File: src/rtl/icap_reboot_seq.sv
// icap_reboot_seq: shares an 8-bit Wishbone ICAP port between software pass-through and an IPROG warm-boot sequencer.
// Optional macro ICAP_BITSWAP_EN bit-reverses every sequencer byte (x8 ICAP bit order); pass-through data is never swapped.
module icap_reboot_seq #(
  parameter int          NOOP_CNT   = 2,
  parameter logic [31:0] SYNC_DUMMY = 32'hFFFFFFFF
) (
  input  logic        clk,
  input  logic        reset,
  input  logic        cfg_stb,
  input  logic [31:0] cfg_addr,
  output logic        busy,
  output logic        done,
  input  logic        s_cyc,
  input  logic        s_stb,
  input  logic        s_we,
  input  logic [7:0]  s_dat_i,
  output logic [7:0]  s_dat_o,
  output logic        s_ack,
  output logic        m_cyc,
  output logic        m_stb,
  output logic        m_we,
  output logic [7:0]  m_dat_o,
  input  logic [7:0]  m_dat_i,
  input  logic        m_ack
);
  typedef enum logic [1:0] {IDLE, PASS, SEQ_REQ, SEQ_GAP} state_t;
  localparam logic [4:0] LAST_W = 5'(6 + NOOP_CNT);
  state_t      r_state, w_next;
  logic [31:0] r_addr, w_word;
  logic [4:0]  r_widx;
  logic [1:0]  r_bidx;
  logic        r_done;
  logic [7:0]  w_raw, w_byte;
  logic        w_seq, w_pass, w_accept, w_last;
  assign w_seq    = (r_state == SEQ_REQ) || (r_state == SEQ_GAP);
  assign w_pass   = r_state == PASS;
  assign w_accept = (r_state == IDLE) && cfg_stb;
  assign w_last   = (r_widx == LAST_W) && (r_bidx == 2'd3);
  always_ff @(posedge clk)
    if (reset) r_state <= IDLE;
    else r_state <= w_next;
  always_comb begin
    w_next = r_state;
    unique case (r_state)
      IDLE:    w_next = cfg_stb ? SEQ_REQ : (s_cyc && s_stb) ? PASS : IDLE;
      PASS:    w_next = m_ack ? IDLE : PASS;
      SEQ_REQ: w_next = m_ack ? SEQ_GAP : SEQ_REQ;
      default: w_next = w_last ? IDLE : SEQ_REQ;
    endcase
  end
  always_ff @(posedge clk)
    if (reset) begin
      r_addr <= '0;
      r_widx <= '0;
      r_bidx <= '0;
      r_done <= 1'b0;
    end else if (w_accept) begin
      r_addr <= cfg_addr;
      r_widx <= '0;
      r_bidx <= '0;
      r_done <= 1'b0;
    end else if (r_state == SEQ_GAP) begin
      r_bidx <= r_bidx + 2'd1;
      r_widx <= (r_bidx != 2'd3) ? r_widx : w_last ? 5'd0 : r_widx + 5'd1;
      r_done <= r_done | w_last;
    end
  // Words 7.. are the trailing NOOPs
  always_comb begin
    w_word = r_widx == 5'd0 ? SYNC_DUMMY :
             r_widx == 5'd1 ? 32'hAA995566 :
             r_widx == 5'd2 ? 32'h20000000 :
             r_widx == 5'd3 ? 32'h30020001 :
             r_widx == 5'd4 ? r_addr :
             r_widx == 5'd5 ? 32'h30008001 :
             r_widx == 5'd6 ? 32'h0000000F : 32'h20000000;
    w_raw  = w_word[{~r_bidx, 3'b000} +: 8];
  end
`ifdef ICAP_BITSWAP_EN
  assign w_byte = {<<{w_raw}};
`else
  assign w_byte = w_raw;
`endif
  always_comb begin
    m_cyc   = w_pass ? s_cyc : w_seq;
    m_stb   = w_pass ? s_stb : (r_state == SEQ_REQ);
    m_we    = w_pass ? s_we : w_seq;
    m_dat_o = w_pass ? s_dat_i : w_seq ? w_byte : 8'h00;
    s_ack   = w_pass && m_ack;
    s_dat_o = w_pass ? m_dat_i : 8'h00;
    busy    = w_seq;
    done    = r_done;
  end
endmodule
File: config.mk
export PLATFORM = sky130hd
export DESIGN_NAME = icap_reboot_seq
export DESIGN_NICKNAME = d
export VERILOG_FILES = /design/src/rtl/icap_reboot_seq.sv
export SDC_FILE = /design/constraint.sdc
export NUM_CORES = 1
export LEC_CHECK = 0
export ABC_AREA = 0
export BUFFER_PORTS_ARGS = -buffer_cell sky130_fd_sc_hd__buf_2
export CAP_MARGIN = 25
export CORE_UTILIZATION = 40
export DETAILED_ROUTE_END_ITERATION = 7
export PLACE_DENSITY = 0.65
export SYNTH_ARGS = -nofsm -noshare
export SYNTH_HDL_FRONTEND = slang
export SYNTH_SLANG_ARGS = --single-unit
File: constraint.sdc
create_clock -name clk -period 5.7 [get_ports clk]
set_input_delay 0.57 -clock clk [delete_from_list [all_inputs] [get_ports clk]]
set_output_delay 0.57 -clock clk [all_outputs]
set_load 0.01 [all_outputs]
; ---- Yosys cells after proc, flatten, opt, wreduce, memory -nomap -nowiden
; Index checks and enable logic that the tools add are counted.
[word_totals]
reg_bits = 42
inputBits = 55
output_inout_bits = 22
[op_classes]
add_sub_neg = 2
eq_ne = 12
shifts = 1
muxes = 20
bitwise = 3
n_reduce_logical = 9
[ops]
columns = operator, count
row1 = $mux 32, 5
row2 = $mux 30, 2
row3 = $shiftx 32x6->8, 1
row4 = $mux 8, 3
row5 = $eq 5x3->1 const B, 3
row6 = $eq 5x2->1 const B, 2
row7 = $eq 2x2->1 const B, 3
row8 = $mux 1, 6
row9 = $pmux 2 s3, 1
row10 = $add 5x1->5 const B, 1
row11 = $eq 5x1->1 const B, 1
row12 = $eq 5x4->1 const B, 1
row13 = $logic_not 5->1, 1
row14 = $mux 5, 1
row15 = $logic_and 1x1->1, 4
row16 = $mux 2, 2
row17 = $add 2x1->2 const B, 1
row18 = $eq 2x1->1 const B, 1
row19 = $logic_not 2->1, 1
row20 = $ne 2x2->1 const B, 1
row21 = $not 2->2, 1
row22 = $reduce_and 2->1, 1
row23 = $reduce_or 2->1, 1
row24 = $logic_or 1x1->1, 1
row25 = other kinds (2), 2

; ---- Depth between registers and ports, before layout
; Gate-level depths: netlist of run 1.
[logic_depth]
ltp_word = 11
mapped_depth = 8
mapped_depth_nobuf = 7

; ---- Worst setup path after synthesis of run 1
; No wires, ideal clock.
[synth_path]
path_type = register to output
from = reg r_widx[0]
to = out m_dat_o[1]
arrival_time_ps = 1795
required_time_ps = 5130
path_slack_ps = 3335
stages_incl_launch_ff = 8
path_cell_list = dfxtp_1 inv_1 ha_1 clkbuf_1 a31oi_1 a211o_1 a221oi_2 a22o_1
[synth_between]
elab_chain_len = 11
[synth_rtl]
columns = element, line_no
row1 = start: declaration, 30  ; logic [4:0] r_widx;
row2 = start signal: assignment, 64  ; r_widx <= (r_bidx != 2'd3) ? r_widx : w_last ? 5'd0 : r_widx + 5'd1;
row3 = $eq 5x3->1, 75  ; r_widx == 5'd6 ? 32'h0000000F : 32'h20000000;
row4 = $mux 30, 75
row5 = $mux 30, 74  ; r_widx == 5'd5 ? 32'h30008001 :
row6 = $mux 32, 73  ; r_widx == 5'd4 ? r_addr :
row7 = $mux 32, 72  ; r_widx == 5'd3 ? 32'h30020001 :
row8 = $mux 32, 71  ; r_widx == 5'd2 ? 32'h20000000 :
row9 = $mux 32, 70  ; r_widx == 5'd1 ? 32'hAA995566 :
row10 = $mux 32 *, 69  ; w_word = r_widx == 5'd0 ? SYNC_DUMMY :
row11 = $shiftx 32x6->8 *, 76  ; w_raw = w_word[{~r_bidx, 3'b000} +: 8];
row12 = $mux 8 * (2 in a row), 87  ; m_dat_o = w_pass ? s_dat_i : w_seq ? w_byte : 8'h00;
row13 = end: declaration, 22  ; output logic [7:0] m_dat_o,
; Every way passes the cells marked *; elsewhere a longest branch is shown, timed or not.

; ---- Final worst setup path of run 1
[layout_path]
from = reg r_widx[0]
to = out m_dat_o[0]
; The elaborated chain is that of the path after synthesis.

==> results of run 1 <==
report_power, final:
group          total (W)  internal (W)  switching (W)  leakage, nW
clock           0.000235      0.000131       0.000104       0.0514
sequential      0.000328      0.000310      0.0000179        0.343
combinational   0.000111     0.0000523      0.0000585        0.841
cells by family after synthesis:
group	synth area share, %
AND/OR/NAND/NOR	27.4
AO/OA/AOI/OAI	22.6
flip-flops	35.4
buffers and inverters	5.96
multiplexers	4.48
adder cells (fa/ha/maj)	2.64
XOR/XNOR	1.48
layout make-up:
class	count	area (sq um)	share of cell area, %
Clock inverter	2	37.5	1.30
Clock buffer	6	72.6	2.51
Inverter	5	18.8	0.649
Tap cell	72	90.1	3.11
Sequential cell	42	841	29.1
Multi-Input combinational cell	246	1390	48.1
Timing Repair Buffer	79	443	15.3
cells in the mapped netlist (all sizes together), types with 2 or more instances:
cell,number
nor3b,2
and3,10
or2,2
clkbuf,18
nand4,3
o21a,3
a21oi,47
ha,5
nand3,8
nor4b,2
mux2,5
a32o,4
dfxtp,42
buf,10
nor2,16
and2,3
or3,2
nor2b,4
inv,5
nand2,82
o21ai,12
a31oi,7
mux2i,5
xor2,4
o211ai,5
worst paths after layout:
kind | from | end | slack (ps)
worst min-delay path | r_addr[26] | r_addr[26] | 460
worst min register to register | r_addr[26] | r_addr[26] | 460
worst max register to register | r_state[1] | r_widx[3] | 3560
worst max-delay path | r_widx[0] | m_dat_o[0] | 2470
metrics by stage:
step | instances | hold slack (ps) | area (sq um) | setup slack [ps]
floorplan | 321 | 432 | 2370 | 3340
global placement | 442 | 444 | 2730 | 2890
detailed placement | 443 | 448 | 2760 | 2830
CTS | 451 | 460 | 2870 | 2490
global route | 452 | 490 | 2890 | 2270
finish | 452 | 457 | 2890 | 2470
critical path, delay by kind of cell (launching register included):
family	cells	cell delay, ps
AOI/OAI and AO/OA	4	670
adders and majority gates	1	480
and+or+nand+nor	1	370
buffers and inverters	3	460
DFF	1	360
metal layers:
layer | GRT usage, % | vias to the layer above
met1 | 27.6 | 1084
met2 | 36.6 | 59
met4 | 6.73 | 0
met3 | 4.02 | 10
met5 | 0 | -
li1 | - | 1226
state kept, by name (all words and copies together), names as in the netlist:
name	count
r_addr	32
r_widx	5
r_bidx	2
r_state	2
done	1
==> results.py, run 1 <==
metrics = {
    "power": {
        "finalPower_w": 0.000673,
        "ir_worst_vdd_mv": 0.130,
        "p_leak_nw": 1.24,
        "p_per_area_nw_per_um2": 233,
    },
    "clock_network": {
        "cts_hold_buf": 0,
        "root_buffer": "clkbuf_8",
        "clk_path_buf_depth": 2,
        "cts_resized": 0,
        "clk_pin_slew_worst_paths_ps": 80,
        "cts_buffers": 5,
        "cts_sinks": 42,
        "postCtsSetupBuffers": 0,
        "cts_tree": "done",
        "h-tree-depth": 2,
        "clk_latency_ps": 290,
    },
    "global_route": {
        "grt_max_degree": 35,
        "antenna_found_initial": 0,
        "grt.total_usage_pct": 21.6,
        "grt_pass1_vias": 2131,
        "overflow": 0,
        "grt_first_pass_wirelength_mm": 10.4,
    },
    "detailed_routing": {
        "wl_met3_microns": 272,
        "postRouteAntennaNets": 0,
        "wl_per_cell_microns": 14.3,
        "route.detailed.drc": 0,
        "wl_met2_mm": 3.19,
        "drt_pass1_iterations": 4,
        "drt-met1-wl_mm": 2.89,
        "routed.top_layer": "met4",
        "drt_iter0_drc": 100,
        "vias": 2379,
        "wirelength_mm": 6.45,
        "viasPerCell": 5.26,
    },
    "synth": {
        "yosysTopAreaCell": "dfxtp_1",
        "netlist_instances": 321,
        "synth.avg_cell_area_sq_um": 7.39,
        "synth_area_sq_um": 2370,
        "synth_async_sr_flop_share_pct": 0,
        "synthTopCellsByArea": "dfxtp_1 (35%), nand2_1 (13%), a21oi_1 (9.9%)",
        "synthFlopType": "dfxtp_1",
        "synth.yosys.warnings": 0,
        "yosysSeqAreaShare_pct": 35.4,
        "ys_ff_latch": 42,
        "netlist.area_leader.share_pct": 35.4,
        "syn_nets": 381,
        "ys_types": 47,
        "synth_edf_count": 0,
    },
    "critical_path": {
        "crit_arrival_ps": 2660,
        "critPathMaxStageDelay_ps": 480,
        "cp-start-kind": "flop",
        "path_cells": "inv_1, ha_1, nor4bb_1, buf_4, a21oi_1, a21o_1, a32oi_1, a32o_1, buf_2",
        "crit_slowest_cell": "ha_1",
        "required_ps": 5130,
        "endpoint_kind": "output pin",
        "ff2ff_path_depth": 5,
        "critical_path_class": "reg -> out",
        "cp_max_fo": 15,
    },
    "status": {
        "status": "complete, no violations",
    },
    "timing": {
        "setup_viol": 0,
        "finalCritPeriodShare_pct": 56.6,
        "slew_headroom_pct": 30.8,
        "rsz0062_at_grt": "no",
        "period_needed_ps": 3230,
        "fmax_mhz": 310,
        "setup_tns_ps": 0,
        "finalHoldViolCount": 0,
        "clock_skew_ps": 4.81,
        "tightest_slew_ps": 1040,
        "maxSlewViolCount": 0,
    },
    "finish": {
        "layout_common_cells": "nand2_1 (82), buf_2 (76), a21oi_1 (47), dfxtp_1 (42), nor2_1 (16)",
        "num_antenna_cells": 0,
        "final_layout_size_suffix_gt1_share_pct": 26.1,
        "fin_nets": 439,
        "post-route-util_pct": 51.6,
        "fillers": 605,
        "area_growth_pct": 21.9,
        "final_common_cell": "nand2_1",
    },
    "die": {
        "fp.dieW_microns": 79.0,
        "num_rows": 27,
        "dieArea_sq_um": 6240,
        "fp.dieH_microns": 79.0,
        "coreArea_sq_um": 5610,
        "ioPinCount": 77,
        "initial_core_util_pct": 42.3,
    },
    "placed_design": {
        "post-dp-hpwl_mm": 4.83,
        "port_buffers": 76,
        "routabilityCongestion": 0.909,
    },
    "min_path": {
        "hp-class": "reg -> reg",
        "min_path_cells": 2,
    },
    "run": {
        "maxCapViolCount": 0,
    },
}
(Power assumes the default switching activity.)
==> run 2, diff against run 1 <==
Settings changed: ABC_AREA 0 to 1.
Clock period 5.7 ns to 3 ns, I/O delays scaled along.
==> run 2 against run 1 <==
Against the previous run:
- first-iteration DRC count rose by 61%
- non-clock buffer count did not move
- total power rose by 97%
==> results.py, run 2 <==
metrics = {
    "power": {
        "finalPower_w": 0.00133,
        "p_sw_share_pct": 28.2,
        "p_seq_share_pct": 48.4,
        "power_frac_clock_pct": 33.8,
        "power.switching_w": 0.000375,
        "p_per_area_nw_per_um2": 456,
        "combPwrFrac_pct": 17.8,
        "intPower_w": 0.000953,
        "p_leak_nw": 1.45,
        "ir_worst_vdd_mv": 0.300,
    },
    "finish": {
        "final_common_cell": "nand2_1",
        "final_layout_size_suffix_gt1_share_pct": 22.2,
        "area_growth_pct": 22.0,
        "fin_nets": 519,
        "instances_no_fill": 532,
        "layout_common_cells": "nand2_1 (102), nor2_1 (87), buf_2 (76), dfxtp_1 (42), o21ai_0 (38)",
        "reg_top3": "r_addr: 32 flops, r_widx: 5 flops",
        "largest_reg_flops": 32,
        "regMostFlops": "r_addr",
        "num_antenna_cells": 0,
    },
    "timing": {
        "period_needed_ps": 2490,
        "fmax_mhz": 401,
        "maxSlewViolCount": 0,
        "tightest_slew_ps": 772,
        "setup_viol": 0,
        "slew_headroom_pct": 48.5,
        "clock_skew_ps": 3.54,
        "finalHoldViolCount": 0,
        "worst_slack_ps": 509,
        "finalCritPeriodShare_pct": 83.0,
        "rsz0062_at_grt": "no",
        "setup_tns_ps": 0,
    },
    "clock_network": {
        "cts_hold_buf": 0,
        "clk_latency_ps": 300,
        "clk_pin_slew_worst_paths_ps": 80,
        "postCtsSetupBuffers": 0,
        "cts_sinks": 42,
        "cts_buffers": 5,
        "h-tree-depth": 2,
        "clk_path_buf_depth": 2,
        "cts_tree": "done",
        "root_buffer": "clkbuf_8",
        "cts_resized": 0,
    },
    "critical_path": {
        "endpoint_kind": "output pin",
        "required_ps": 2700,
        "r2r-end": "r_state[0]",
        "cp-start-kind": "flop",
        "cp_max_fo": 14,
        "rrSetupSlack_ps": 1220,
        "crit_arrival_ps": 2190,
        "ff2ff_path_depth": 6,
        "path_cells": "inv_1, ha_1, inv_1, nor2_1, nand2_2, nand2_1, inv_1, a21oi_2, nand2_1, nand2_1, nand2_1, nand2_1, buf_2",
        "critPathMaxStageDelay_ps": 360,
        "worst_path_most_repeated_cell": "nand2_1",
        "crit_slowest_cell": "dfxtp_1",
        "critical_path_class": "reg -> out",
        "rr_startpoint": "r_state[1]",
    },
    "synth": {
        "synth_common_cells": "nand2_1 (102), nor2_1 (87), dfxtp_1 (42)",
        "yosysTopAreaCell": "dfxtp_1",
        "synth_async_sr_flop_share_pct": 0,
        "synth.avg_cell_area_sq_um": 6.15,
        "synth.yosys.warnings": 0,
        "yosysMostFrequentCell": "nand2_1",
        "synthFlopType": "dfxtp_1",
        "ys_ff_latch": 42,
        "netlist.area_leader.share_pct": 35.2,
        "synthTopCellsByArea": "dfxtp_1 (35%), nand2_1 (16%), nor2_1 (14%)",
        "yosysSeqAreaShare_pct": 35.2,
        "synth_area_sq_um": 2390,
        "synth_edf_count": 0,
        "ys_types": 26,
        "syn_nets": 448,
        "netlist_instances": 388,
    },
    "global_route": {
        "grt_pass1_vias": 2424,
        "grt_max_degree": 34,
        "grt_first_pass_wirelength_mm": 10.7,
        "overflow": 0,
        "grt.total_usage_pct": 21.9,
        "antenna_found_initial": 0,
    },
    "min_path": {
        "min_from": "cfg_addr[1]",
        "hp-class": "in -> reg",
        "hold_path_end": "r_addr[1]",
        "min_path_cells": 3,
    },
    "placed_design": {
        "routabilityCongestion": 0.986,
        "post-dp-hpwl_mm": 4.67,
        "pre_cts_slack_ps": 885,
        "port_buffers": 76,
        "dpl.cell_count": 524,
    },
    "die": {
        "dieArea_sq_um": 6280,
        "fp.dieH_microns": 79.3,
        "num_rows": 27,
        "fp.dieW_microns": 79.3,
        "ioPinCount": 77,
        "initial_core_util_pct": 42.3,
        "coreArea_sq_um": 5640,
    },
    "detailed_routing": {
        "vias": 2595,
        "postRouteAntennaNets": 0,
        "drt_pass1_iterations": 7,
        "viasPerCell": 4.88,
        "drt_iter0_drc": 161,
        "wl_per_cell_microns": 11.7,
        "route.detailed.drc": 0,
        "wirelength_mm": 6.25,
    },
    "status": {
        "status": "complete, no violations",
    },
    "run": {
        "maxCapViolCount": 0,
    },
}
[run 2: routing by layer]
metal | track usage (%) | up-vias | wire length [microns] | part of all wire (%)
met5 | 0 | - | 0 | 0
met4 | 8.18 | 0 | 87 | 1.4
met3 | 5.29 | 6 | 383 | 6.1
met2 | 38.2 | 83 | 2920 | 47
met1 | 25.8 | 1150 | 2860 | 46
li1 | - | 1356 | - | -
[run 2: layout make-up]
| type | count | area (sq um) |
|---|---|---|
| fill | 594 | 2730 |
| multi-input combinational | 294 | 1330 |
| sequential | 42 | 841 |
| timing repair buffer | 79 | 403 |
| inverter | 37 | 139 |
| tap | 72 | 90.1 |
| clock buffer | 6 | 72.6 |
| clock inverter | 2 | 37.5 |
[run 2: logic make-up (layout without fill, tap and decap cells)]
kind of cell | count (synthesis) | after routing | synth area share [%]
simple gates | 226 | 226 | 39.0
compound gates | 61 | 61 | 13.4
buf+inv | 52 | 124 | 9.07
flops | 42 | 42 | 35.2
fa+ha+maj | 5 | 5 | 2.62
xor+xnor | 2 | 2 | 0.734
[run 2: worst max-delay path by stage]
stage	end	slack (ps)	startpoint	cells past startpoint
final	m_dat_o[0]	510	r_widx[1]	13
after global routing	m_dat_o[6]	230	r_widx[1]	12
after CTS	m_dat_o[1]	540	r_widx[1]	13
after detailed placement	m_dat_o[1]	880	r_widx[1]	13
after global placement	m_dat_o[0]	970	r_widx[1]	13
after floorplan	m_dat_o[5]	1270	r_widx[1]	11
[run 2: power groups by stage]
stage,clock network (W),registers (W),logic [W]
after floorplan,0,0.000640,0.000155
after global placement,0,0.000656,0.000237
after detailed placement,0,0.000657,0.000240
after CTS,0.000463,0.000643,0.000241
after global routing,0.000483,0.000649,0.000280
final,0.000448,0.000643,0.000237
[run 2: critical path: cells and delay by family, from the launching register on]
kind                       cells  cell delay, ps
adders and majority gates      1             170
DFF                            1             360
and+or+nand+nor                7             840
AOI/OAI and AO/OA              1             130
buffers and inverters          4             380
[run 2: per-stage QoR]
step,util [%],hold slack (ps),cell area [sq um]
5_1_grt,51.6,269,2910
4_1_cts,51.6,235,2910
3_3_place_gp,49.7,436,2800
6_report,51.6,244,2910
2_1_floorplan,-,429,2390
3_5_place_dp,49.7,446,2800
